### config.mk
export PLATFORM = sky130hd
export DESIGN_NAME = bram_rr_arbiter
export DESIGN_NICKNAME = d
export VERILOG_FILES = /design/src/rtl/bram_pkg.sv /design/src/rtl/rr_priority_pick.sv /design/src/rtl/bram_rr_arbiter.sv
export SDC_FILE = /design/constraint.sdc
export NUM_CORES = 1
export LEC_CHECK = 0
export BUFFER_PORTS_ARGS = -buffer_cell sky130_fd_sc_hd__clkbuf_2
export CORE_MARGIN = 2
export CORE_UTILIZATION = 30
export DETAILED_ROUTE_END_ITERATION = 10
export HOLD_SLACK_MARGIN = 0.03
export PLACE_DENSITY = 0.58
export SLEW_MARGIN = 5
export SYNTH_ARGS = -nofsm -noshare
export SYNTH_HDL_FRONTEND = slang
export SYNTH_HIERARCHICAL = 1
export SYNTH_SLANG_ARGS = --single-unit
export TNS_END_PERCENT = 10
### constraint.sdc
create_clock -name clk -period 4.9 [get_ports clk]
set_input_delay 0.245 -clock clk [delete_from_list [all_inputs] [get_ports clk]]
set_output_delay 0.245 -clock clk [all_outputs]
set_load 0.02 [all_outputs]
### src/rtl/bram_pkg.sv
// Shared definitions for BRAM-port arbiters: arbiter FSM encoding and a
// ceiling-log2 helper used to size select and counter fields.
package bram_pkg;

  localparam int C_MAX_INTERFACES = 8;

  typedef enum logic [1:0] {
    ST_IDLE  = 2'd0,
    ST_GRANT = 2'd1,
    ST_DRAIN = 2'd2
  } arb_state_t;

  // Smallest width able to index `value` distinct items (minimum 1).
  function automatic int clogb2(input int value);
    int res;
    res = 1;
    for (int i = 1; i < 32; i++) begin
      if ((1 << i) < value) res = i + 1;
    end
    return res;
  endfunction

endpackage

### src/rtl/rr_priority_pick.sv
// Combinational round-robin pick: first set req bit scanning last+1, last+2, ...
// with wrap-around, so the previous winner has the lowest priority.
module rr_priority_pick #(
  parameter int N        = 2,
  parameter int SEL_BITS = 1
) (
  input  logic [N-1:0]        req,
  input  logic [SEL_BITS-1:0] last,
  output logic [SEL_BITS-1:0] winner,
  output logic                valid
);

  localparam int IW = SEL_BITS + 1;

  always_comb begin
    logic [IW-1:0] idx;
    winner = '0;
    valid  = 1'b0;
    idx    = '0;
    for (int i = 1; i <= N; i++) begin
      // last + i never exceeds 2N-1, so one conditional subtract wraps it
      idx = {1'b0, last} + IW'(i);
      if (idx >= IW'(N)) idx = idx - IW'(N);
      if (!valid && req[idx[SEL_BITS-1:0]]) begin
        valid  = 1'b1;
        winner = idx[SEL_BITS-1:0];
      end
    end
  end

endmodule

### src/rtl/bram_rr_arbiter.sv
// Round-robin owner of one shared BRAM port: burst grants with bounded tenure,
// and a read-latency drain on every hand-over before the mux select may move.
module bram_rr_arbiter
  import bram_pkg::*;
#(
  parameter int C_NUM_INTERFACES = 2,
  parameter int C_READ_LATENCY   = 1,
  parameter int C_MAX_HOLD       = 16,
  localparam int SEL_BITS        = clogb2(C_NUM_INTERFACES)
) (
  input  logic                        clk,
  input  logic                        rst,
  input  logic [C_NUM_INTERFACES-1:0] req,
  output logic [C_NUM_INTERFACES-1:0] gnt,
  output logic [SEL_BITS-1:0]         sel,
  output logic                        busy,
  output logic                        preempt,
  output arb_state_t                  dbg_state
);

  localparam int N          = C_NUM_INTERFACES;
  localparam int HOLD_BITS  = clogb2(C_MAX_HOLD + 1);
  localparam int DRAIN_BITS = clogb2(C_READ_LATENCY + 1);
  localparam logic [HOLD_BITS-1:0]  HOLD_MAX  = HOLD_BITS'(C_MAX_HOLD);
  localparam logic [DRAIN_BITS-1:0] DRAIN_LEN = DRAIN_BITS'(C_READ_LATENCY);

  if (N < 2 || N > C_MAX_INTERFACES) begin : g_bad_num
    $error("C_NUM_INTERFACES out of range");
  end
  if (C_READ_LATENCY < 1 || C_READ_LATENCY > 3) begin : g_bad_lat
    $error("C_READ_LATENCY out of range");
  end
  if (C_MAX_HOLD < 2) begin : g_bad_hold
    $error("C_MAX_HOLD must be at least 2");
  end

  arb_state_t state, state_n;
  logic [N-1:0]          gnt_n;
  logic [SEL_BITS-1:0]   sel_n, last, last_n;
  logic [HOLD_BITS-1:0]  hold_cnt, hold_n;
  logic [DRAIN_BITS-1:0] drain_cnt, drain_n;
  logic                  preempt_n;

  logic [SEL_BITS-1:0] pick_winner;
  logic                pick_valid;
  logic                owner_req;
  logic                others_req;
  logic                expire;

  rr_priority_pick #(
    .N        (N),
    .SEL_BITS (SEL_BITS)
  ) u_pick (
    .req    (req),
    .last   (last),
    .winner (pick_winner),
    .valid  (pick_valid)
  );

  // In GRANT, sel names the owner and gnt is its one-hot, so masking with gnt
  // leaves exactly the competing requesters.
  assign owner_req  = req[sel];
  assign others_req = |(req & ~gnt);
  assign expire     = (hold_cnt == HOLD_MAX) && others_req;

  always_comb begin
    state_n   = state;
    gnt_n     = gnt;
    sel_n     = sel;
    last_n    = last;
    hold_n    = hold_cnt;
    drain_n   = drain_cnt;
    preempt_n = 1'b0;
    unique case (state)
      ST_IDLE: begin
        if (pick_valid) begin
          gnt_n              = '0;
          gnt_n[pick_winner] = 1'b1;
          sel_n              = pick_winner;
          last_n             = pick_winner;
          hold_n             = HOLD_BITS'(1);
          state_n            = ST_GRANT;
        end
      end
      ST_GRANT: begin
        if (!owner_req || expire) begin
          gnt_n     = '0;
          drain_n   = DRAIN_LEN;
          preempt_n = expire;
          state_n   = ST_DRAIN;
        end else if (hold_cnt != HOLD_MAX) begin
          hold_n = hold_cnt + HOLD_BITS'(1);
        end
      end
      ST_DRAIN: begin
        // sel stays on the old owner so its in-flight read data still routes back
        drain_n = drain_cnt - DRAIN_BITS'(1);
        if (drain_cnt == DRAIN_BITS'(1)) state_n = ST_IDLE;
      end
      default: begin
        state_n = ST_IDLE;
        gnt_n   = '0;
      end
    endcase
  end

  always_ff @(posedge clk or posedge rst) begin
    if (rst) begin
      state     <= ST_IDLE;
      gnt       <= '0;
      sel       <= '0;
      last      <= SEL_BITS'(N - 1);
      hold_cnt  <= '0;
      drain_cnt <= '0;
      preempt   <= 1'b0;
    end else begin
      state     <= state_n;
      gnt       <= gnt_n;
      sel       <= sel_n;
      last      <= last_n;
      hold_cnt  <= hold_n;
      drain_cnt <= drain_n;
      preempt   <= preempt_n;
    end
  end

  assign busy      = (state != ST_IDLE);
  assign dbg_state = state;

endmodule

[Word-level counts from Yosys, hierarchy flattened]
Index checks and enable logic that the tools add are counted.
Operators by class
  add/subtract/negate cells: 6
  magnitude comparators: 7
  equal/unequal tests: 10
  mux-type cells: 29
  bitwise logic cells: 3
  reductions and logical operators: 16
Operator list (count)
  two-way mux 32 bit: 8
  less-than comparator 32 x 2 -> 1 bit, second input constant: 4
  case mux 32 bit (2 select lines): 2
  >= comparator 33 x 2 -> 1 bit, second input constant: 2
  subtractor 32 x 2 -> 32 bit, second input constant: 2
  adder 32 x 1 -> 33 bit, second input constant: 1
  adder 32 x 2 -> 33 bit, second input constant: 1
  adder 32 x 1 -> 32 bit, second input constant: 1
  equality test 32 x 1 -> 1 bit, second input constant: 1
  equality test 32 x 5 -> 1 bit, second input constant: 1
  >= comparator 32 x 1 -> 1 bit, second input constant: 1
  != test 32 x 5 -> 1 bit, second input constant: 1
  subtractor 32 x 1 -> 32 bit, second input constant: 1
  case mux 2 bit (3 select lines): 2
  two-way mux 1 bit: 11
  two-way mux 2 bit: 5
  != test 2 bit, second input constant: 5
  AND reduction 3 bit: 2
  nonzero test 2 bit: 3
  AND reduction 2 bit: 2
  AND reduction 4 bit: 1
  logical AND 1 bit: 3
  AND 2 bit: 1
  equality test 2 x 1 -> 1 bit, second input constant: 1
  other kinds (8): 9
Storage, ports and cells
  register bits: 133
  input bits: 4
  logic and storage cells: 78

[Depth between registers and ports, before layout]
Gate-level depths: netlist (run 1).
  word-level depth: 15
  depth in mapped cells: 19

[Hierarchy]
The synthesis (run 1) kept the hierarchy.
By module, submodules not included
  bram_rr_arbiter: times used 1, cells an instance 580, area an instance 5261.3 um^2
  rr_priority_pick: times used 1, cells an instance 562, area an instance 3603.5 um^2

[Worst setup path after synthesis (run 1)]
No wires, ideal clock.
  path kind: register to register
  start point: register last[0]
  end point: register gnt[1]
  library setup time: 79 ps
  arrival time: 4537 ps
  required time: 4821 ps
  path slack: 283 ps
  cell stages (with the launch flop): 17
  path buffers: 3
  cell sequence: dfstp_2 clkbuf_1 nand3_1 or4_1 xor2_1 nand4_1 a2111oi_2 or4b_1 clkbuf_1 buf_2 nand4_1 xnor2_1 o22ai_1 or4_1 nor4_1 nand2_1 mux2i_1
On the way
  longest elaborated chain between the ends: 15
Ends and longest elaborated chain
  from (decl): line bram_rr_arbiter.sv:39  | logic [SEL_BITS-1:0] sel_n, last, last_n;
  from (signal assigned): line bram_rr_arbiter.sv:112  | last <= SEL_BITS'(N - 1);
  from (signal assigned): line bram_rr_arbiter.sv:120  | last <= last_n;
  adder 32 x 1 -> 33 bit: line rr_priority_pick.sv:22  | idx = {1'b0, last} + IW'(i);
  subtractor 32 x 2 -> 32 bit / >= comparator 33 x 2 -> 1 bit (equally long branches): line rr_priority_pick.sv:23  | if (idx >= IW'(N)) idx = idx - IW'(N);
  two-way mux 32 bit: line rr_priority_pick.sv:23
  two-way mux 1 bit (not written as such) (2 in a row): line rr_priority_pick.sv:24  | if (!valid && req[idx[SEL_BITS-1:0]]) begin
  two-way mux 1 bit: line rr_priority_pick.sv:24
  logical NOT 1 bit: line rr_priority_pick.sv:24
  logical AND 1 bit: line rr_priority_pick.sv:24
  two-way mux 32 bit (*): line rr_priority_pick.sv:24
  via pick_winner[12]: line bram_rr_arbiter.sv:44  | logic [SEL_BITS-1:0] pick_winner;
  >= comparator 32 x 1 -> 1 bit (not written as such) / less-than comparator 32 x 2 -> 1 bit (equally long branches): line bram_rr_arbiter.sv:78  | gnt_n[pick_winner] = 1'b1;
  logical AND 1 bit (not written as such) (*): line bram_rr_arbiter.sv:78
  two-way mux 1 bit (not written as such) (*): line bram_rr_arbiter.sv:78
  demux 1 bit (select 1 bit) (*): line bram_rr_arbiter.sv:78
  two-way mux 2 bit (*): line bram_rr_arbiter.sv:76  | if (pick_valid) begin
  case mux 2 bit (3 select lines) (*): line bram_rr_arbiter.sv:74  | unique case (state)
  to (signal assigned): line bram_rr_arbiter.sv:118  | gnt <= gnt_n;
  to (decl): line bram_rr_arbiter.sv:14  | output logic [C_NUM_INTERFACES-1:0] gnt,
The timed path passes the listed nets; every way through them passes the cells marked *. The select of a mux whose other input is x is not followed.
A chain may end at the register's enable or synchronous reset.

==> results.sh, run 1 <==
export IMPL_grt_max_degree=66
export IMPL_period_minus_slack_ps=4753
export IMPL_cts_buffers=9
export IMPL_rrSetupSlack_ps=150
export IMPL_clk_pin_slew_worst_paths_ps=90
export IMPL_combPwrFrac_pct=65.4
export IMPL_period_share_pct=97.01
export IMPL_cts_tree="built"
export IMPL_clkPwrFrac_pct=12.9
export IMPL_ys_ff_latch=102
export IMPL_ys_warnings_count=6
export IMPL_crit_required_ps=5200
export IMPL_synth_top_area_share_pct=28.51
export IMPL_wl_mm=30.37
export IMPL_r2r_cells=19
export IMPL_busiest_layer="met2"
export IMPL_place_gp_congestion=0.9611
export IMPL_core_area_um2=28940
export IMPL_total_leakage_power_nw=4.303
export IMPL_die_w_um=175.9
export IMPL_finClkSkew_ps=15.65
export IMPL_worstSetupPathType="reg -> reg"
export IMPL_dieArea_um2=30940
export IMPL_diodes=0
export IMPL_grt_pass1_vias=8707
export IMPL_pwr_share_seq_pct=21.7
export IMPL_final_area_um2=10810
export IMPL_dp_hpwl_mm=22.54
export IMPL_io_buffers=41
export IMPL_ys_top_cells_by_count="nand2_1 (174), dfrtp_1 (101), nor2_1 (60)"
export IMPL_hold_buffers=0
export IMPL_holdWs_ps=37.84
export IMPL_cts_sinks=102
export IMPL_area_growth_syn_to_layout_pct=21.92
export IMPL_nets=1257
export IMPL_antenna_found_initial=1
export IMPL_detail_route_iter0_violations=857
export IMPL_initial_core_util_pct=30.64
export IMPL_hold_viol_final=0
export IMPL_ys_seq_area_share_pct=28.81
export IMPL_via_per_inst=5.666
export IMPL_root_buffer="clkbuf_16"
export IMPL_placed_area_um2=10050
export IMPL_synthesis_area_um2=8865
export IMPL_p_int_w=0.002984
export IMPL_wire_per_inst_um=18.60
export IMPL_powerDensity_nw_per_um2=557.7
export IMPL_grt_util_met3_pct=4.004
export IMPL_synth_area_top_cells="dfrtp_1 (29%), nand2_1 (7.4%), xnor2_1 (5.8%)"
export IMPL_cts_max_level=3
export IMPL_finalSetupTns_ps=0
export IMPL_yosysTopAreaCell="dfrtp_1"
export IMPL_fp_row_count=62
export IMPL_grt_use_met1_pct=26.86
export IMPL_synth_edff_count=0
export IMPL_postSynthCellCount=1142
export IMPL_die_y_um=175.9
export IMPL_status="finished clean"
export IMPL_grt_pass1_wl_mm=48.45
export IMPL_fmax_mhz=210.4
export IMPL_first_pass_iters=5
export IMPL_start_kind="flop"
export IMPL_synth_distinct_cells=74
export IMPL_drc=0
export IMPL_crit_fanout=8
export IMPL_peakVddDrop_uv=372.7
export IMPL_crit_arrival_ps=5050
export IMPL_maxCapViolCount=0
export IMPL_worst_pin_slew_ps=1029
export IMPL_finalMaxSlewViolations=0
export IMPL_cp_end_kind="flop"
export IMPL_synthesis_nets=1155
export IMPL_synth_most_common_cell="nand2_1"
export IMPL_overflow=0
export IMPL_global_route_usage_met2_pct=31.22
export IMPL_grt_usage_pct=19.67
export IMPL_clk_path_buf_depth=2
export IMPL_ios=42
export IMPL_async_reset_ff_share_pct=100.0
export IMPL_synth_ff_type="dfrtp_1"
export IMPL_drive_above_1_share_pct=24.66
export IMPL_slew_limit_headroom_pct=31.17
export IMPL_final_core_util_pct=37.35
export IMPL_synth_area_per_cell_um2=7.762
export IMPL_vias=9252
export IMPL_hold_path_class="in -> async"
export IMPL_switching_share_pct=50.50
export IMPL_ant_nets=0
export IMPL_p_switching_w=0.003044
export IMPL_finalSetupViolations=0
export IMPL_insertion_delay_ps=370
kinds of logic after synthesis:
family,synth area share [%]
simple gates,36.49
compound gates,16.01
buf+inv,6.902
flops,28.81
xor+xnor,8.991
mux,1.538
fa+ha+maj,1.270
sequential cells by signal, summed over array words and instances (netlist names):
register / flops
hold_cnt: 32
dbg_state: 2
gnt: 2
drain_cnt: 32
sel: 32
preempt: 1
last: 1
final timing paths:
path | startpoint | end
min in group clk | req[0] | last[0]
hold reg to reg | hold_cnt[31] | hold_cnt[31]
setup / recovery | sel[11] | gnt[1]
hold / removal | rst | drain_cnt[17]
setup reg to reg | sel[11] | gnt[1]
max in group asynchronous | rst | sel[24]
worst max-delay path, cell delays in order, from the launching register on:
cell	delay [ps]
dfrtp_1	410
nand2_2	120
or4_4	560
buf_4	170
buf_4	160
or3_1	450
xor2_2	270
nand4_1	210
buf_4	200
nor4_4	200
buf_6	180
buf_4	130
nand4b_1	120
xnor2_1	130
o22ai_1	120
or4_1	640
nor4_4	260
buf_4	150
nand2_1	50
mux2i_1	140
per-stage QoR:
stage | cells | setup slack (ps) | total power, W
global route | 1633 | -69.44 | 0.006446
floorplan | 1142 | 283.2 | 0.003666
finish | 1633 | 146.8 | 0.006028
global placement | 1602 | -64.28 | 0.004941
CTS | 1618 | 9.043 | 0.005763
detailed placement | 1602 | 10.34 | 0.004951
cells in the final DEF, fill, tap and decap left out, drive strengths merged, types with 11 or more instances in the layout:
cell | synthesis | routed
o31ai | 23 | 23
nand3 | 48 | 48
nand4 | 44 | 44
a21oi | 28 | 28
or3 | 30 | 30
and2 | 13 | 13
o21ai | 53 | 53
o22ai | 29 | 29
buf | 53 | 149
xnor2 | 59 | 59
nand2 | 174 | 174
or2 | 19 | 19
nor3 | 37 | 37
dfrtp | 101 | 101
and3 | 19 | 19
nor2 | 60 | 60
nor4 | 56 | 56
or4 | 35 | 35
and4 | 15 | 15
inv | 23 | 24
o211ai | 11 | 11
clkbuf | 46 | 50
xor2 | 32 | 32
layer usage:
layer | wire length [um] | part of all wire [%]
met3 | 1929 | 6.4
met1 | 13800 | 45
met5 | 13 | 0.043
met4 | 653 | 2.1
met2 | 13970 | 46
timing repair:
| item | 4_1_cts | 5_1_grt |
|---|---|---|
| resized for setup | 2 | 68 |
| setup endpoints to repair | 2 | 2 |
| pin swaps | 0 | 31 |
| setup buffers | 0 | 15 |
power groups by stage:
| stage | Clock (W) | Combinational (W) | Sequential, W |
|---|---|---|---|
| finish | 0.000776 | 0.00394 | 0.00131 |
| global route | 0.000830 | 0.00427 | 0.00135 |
| CTS | 0.000798 | 0.00367 | 0.00129 |
| detailed placement | 0 | 0.00365 | 0.00130 |
| global placement | 0 | 0.00365 | 0.00129 |
| floorplan | 0 | 0.00241 | 0.00126 |
final cells by class:
class | instances | area (um2)
Clock buffer | 9 | 225.2
Clock inverter | 7 | 90.09
Fill cell | 3003 | 18130
Inverter | 23 | 88.84
Multi-Input combinational cell | 918 | 6025
Sequential cell | 102 | 2564
Tap cell | 384 | 480.5
Timing Repair Buffer | 190 | 1335
(Power assumes the default switching activity.)
==> run 2, diff against run 1 <==
==> constraint.sdc (replaced) <==
create_clock -name clk -period 4.9 [get_ports clk]
set_input_delay 0.98 -clock clk [delete_from_list [all_inputs] [get_ports clk]]
set_output_delay 0.98 -clock clk [all_outputs]
set_load 0.02 [all_outputs]
==> results.sh, run 2 (same netlist as run 1, synthesis figures left out) <==
export IMPL_status="finished clean"
export IMPL_die_w_um=175.9
export IMPL_finClkSkew_ps=12.94
export IMPL_cp_end_kind="flop"
export IMPL_worst_pin_slew_ps=1020
export IMPL_switching_share_pct=50.22
export IMPL_layout_commonest_cell="nand2_1"
export IMPL_p_switching_w=0.003032
export IMPL_io_buffers=41
export IMPL_wl_mm=30.62
export IMPL_via_per_inst=5.645
export IMPL_cts_buffers=9
export IMPL_grt_usage_pct=19.33
export IMPL_fillers=2986
export IMPL_grt_max_degree=66
export IMPL_root_buffer="clkbuf_16"
export IMPL_insertion_delay_ps=370
export IMPL_clk_pin_slew_worst_paths_ps=80
export IMPL_detail_route_iter0_violations=898
export IMPL_ios=42
export IMPL_path_buf_inv=4
export IMPL_finalNonFillerCells=1641
export IMPL_peakVddDrop_uv=305.3
export IMPL_hold_viol_final=0
export IMPL_dieArea_um2=30940
export IMPL_crit_top_cell="buf_4"
export IMPL_drive_above_1_share_pct=24.58
export IMPL_pwr_share_seq_pct=21.6
export IMPL_combPwrFrac_pct=65.7
export IMPL_hold_buffers=0
export IMPL_vias=9263
export IMPL_period_share_pct=97.25
export IMPL_clk_path_buf_depth=2
export IMPL_finalSetupViolations=0
export IMPL_finalSetupTns_ps=0
export IMPL_fmax_mhz=209.8
export IMPL_diodes=0
export IMPL_powerDensity_nw_per_um2=556.5
export IMPL_cts_max_level=3
export IMPL_initial_core_util_pct=30.64
export IMPL_total_leakage_power_nw=4.343
export IMPL_ant_nets=0
export IMPL_place_gp_congestion=0.9656
export IMPL_top_layer="met4"
export IMPL_grt_pass1_wl_mm=47.49
export IMPL_fp_row_count=62
export IMPL_crit_family="simple AND/OR/NAND/NOR gates"
export IMPL_cts_tree="built"
export IMPL_first_pass_iters=5
export IMPL_start_kind="flop"
export IMPL_top_regs="drain_cnt x32, hold_cnt x32, sel x32"
export IMPL_clkPwrFrac_pct=12.7
export IMPL_hold_path_class="reg -> reg"
export IMPL_mostFrequentLayoutCells="nand2_1 (169), buf_4 (151), dfrtp_1 (97), xnor2_1 (59), nor2_1 (58)"
export IMPL_drc=0
export IMPL_crit_fanout=12
export IMPL_worstSetupPathType="reg -> reg"
export IMPL_finalMaxSlewViolations=0
export IMPL_crit_chain="buf_4 -> ha_2 -> and3_1 -> nand4_1 -> buf_4 -> o31a_1 -> nor4_1 -> o2111ai_1 -> or4b_1 -> buf_4 -> nand4_1 -> xnor2_1 -> o22ai_2 -> nor4_1 -> nand3_2 -> nor4_4 -> buf_4 -> nand2_1 -> mux2i_1"
export IMPL_met3_length_mm=1.917
export IMPL_wire_per_inst_um=18.66
export IMPL_maxCapViolCount=0
export IMPL_period_minus_slack_ps=4765
export IMPL_rsz0062_at_grt="false"
export IMPL_cts_sinks=102
export IMPL_dp_cells=1603
export IMPL_dr_wl_met2_mm=14.04
export IMPL_slew_limit_headroom_pct=31.75
export IMPL_crit_slowest_cell="or4b_1"
export IMPL_core_area_um2=28940
export IMPL_grt_pass1_vias=8620
export IMPL_antenna_found_initial=0
export IMPL_met1_length_mm=14.03
export IMPL_dp_hpwl_mm=22.21
export IMPL_overflow=0
export IMPL_cpPeakStageDelay_ps=570
export IMPL_die_y_um=175.9
export IMPL_crit_arrival_ps=5060
export IMPL_nets=1265
export IMPL_p_int_w=0.003005
export IMPL_area_growth_syn_to_layout_pct=22.36
export IMPL_crit_required_ps=5190
==> run 2: worst paths after layout <==
kind | from | to | slack, ps | cells after the start
worst max-delay path | sel[1] | gnt[1] | 130 | 19
worst min-delay path | hold_cnt[31] | hold_cnt[31] | 480 | 1
worst max register to register | sel[1] | gnt[1] | 130 | 19
worst min register to register | hold_cnt[31] | hold_cnt[31] | 480 | 1
max in group asynchronous | rst | sel[24] | 3020 | 3
min in group asynchronous | rst | drain_cnt[14] | 760 | 2
==> run 2: worst reg2reg max path: stages, from the launching register on <==
cell	delay [ps]
dfrtp_1	440
buf_4	140
ha_2	230
and3_1	260
nand4_1	170
buf_4	200
o31a_1	310
nor4_1	330
o2111ai_1	230
or4b_1	570
buf_4	210
nand4_1	120
xnor2_1	160
o22ai_2	160
nor4_1	360
nand3_2	170
nor4_4	300
buf_4	150
nand2_1	50
mux2i_1	140
==> run 2: what timing repair did <==
action	4_1_cts	5_1_grt
endpoints found under the setup margin	2	2
buffers inserted	3	18
pin swaps	0	26
cloned	0	1
gates resized for setup	5	62
==> run 2: power by group through the flow <==
stage | registers, W | logic (W) | clock network [W]
finish | 0.00130 | 0.00397 | 0.000767
global route | 0.00134 | 0.00427 | 0.000817
CTS | 0.00128 | 0.00370 | 0.000792
detailed placement | 0.00130 | 0.00365 | 0
global placement | 0.00129 | 0.00365 | 0
floorplan | 0.00126 | 0.00241 | 0
==> run 2: layout make-up <==
type | count | area, um2 | area share [%]
Timing Repair Buffer | 198 | 1400 | 12.91
Multi-Input combinational cell | 918 | 6008 | 55.39
Inverter | 23 | 88.84 | 0.8190
Sequential cell | 102 | 2559 | 23.59
Clock buffer | 9 | 225.2 | 2.076
Clock inverter | 7 | 85.08 | 0.7844
Tap cell | 384 | 480.5 | 4.430
==> run 2: layer usage <==
metal  global-route usage, %  vias up
li1                        -     4446
met1                   26.47     4480
met2                   31.05      286
met3                   3.615       51
met4                   5.510        0
met5                       0        -
==> run 2: through the flow <==
step	utilization (%)	cell area (um2)	hold WS (ps)	worst slack [ps]	total power (W)
after floorplan	-	8865	449.6	283.2	0.003666
after global placement	34.77	10060	464.3	-71.93	0.004949
after CTS	36.00	10420	482.0	7.021	0.005777
after global routing	37.49	10850	496.5	6.003	0.006421
after detailed placement	34.77	10060	471.6	-96.29	0.004949
final	37.49	10850	482.6	134.5	0.006036
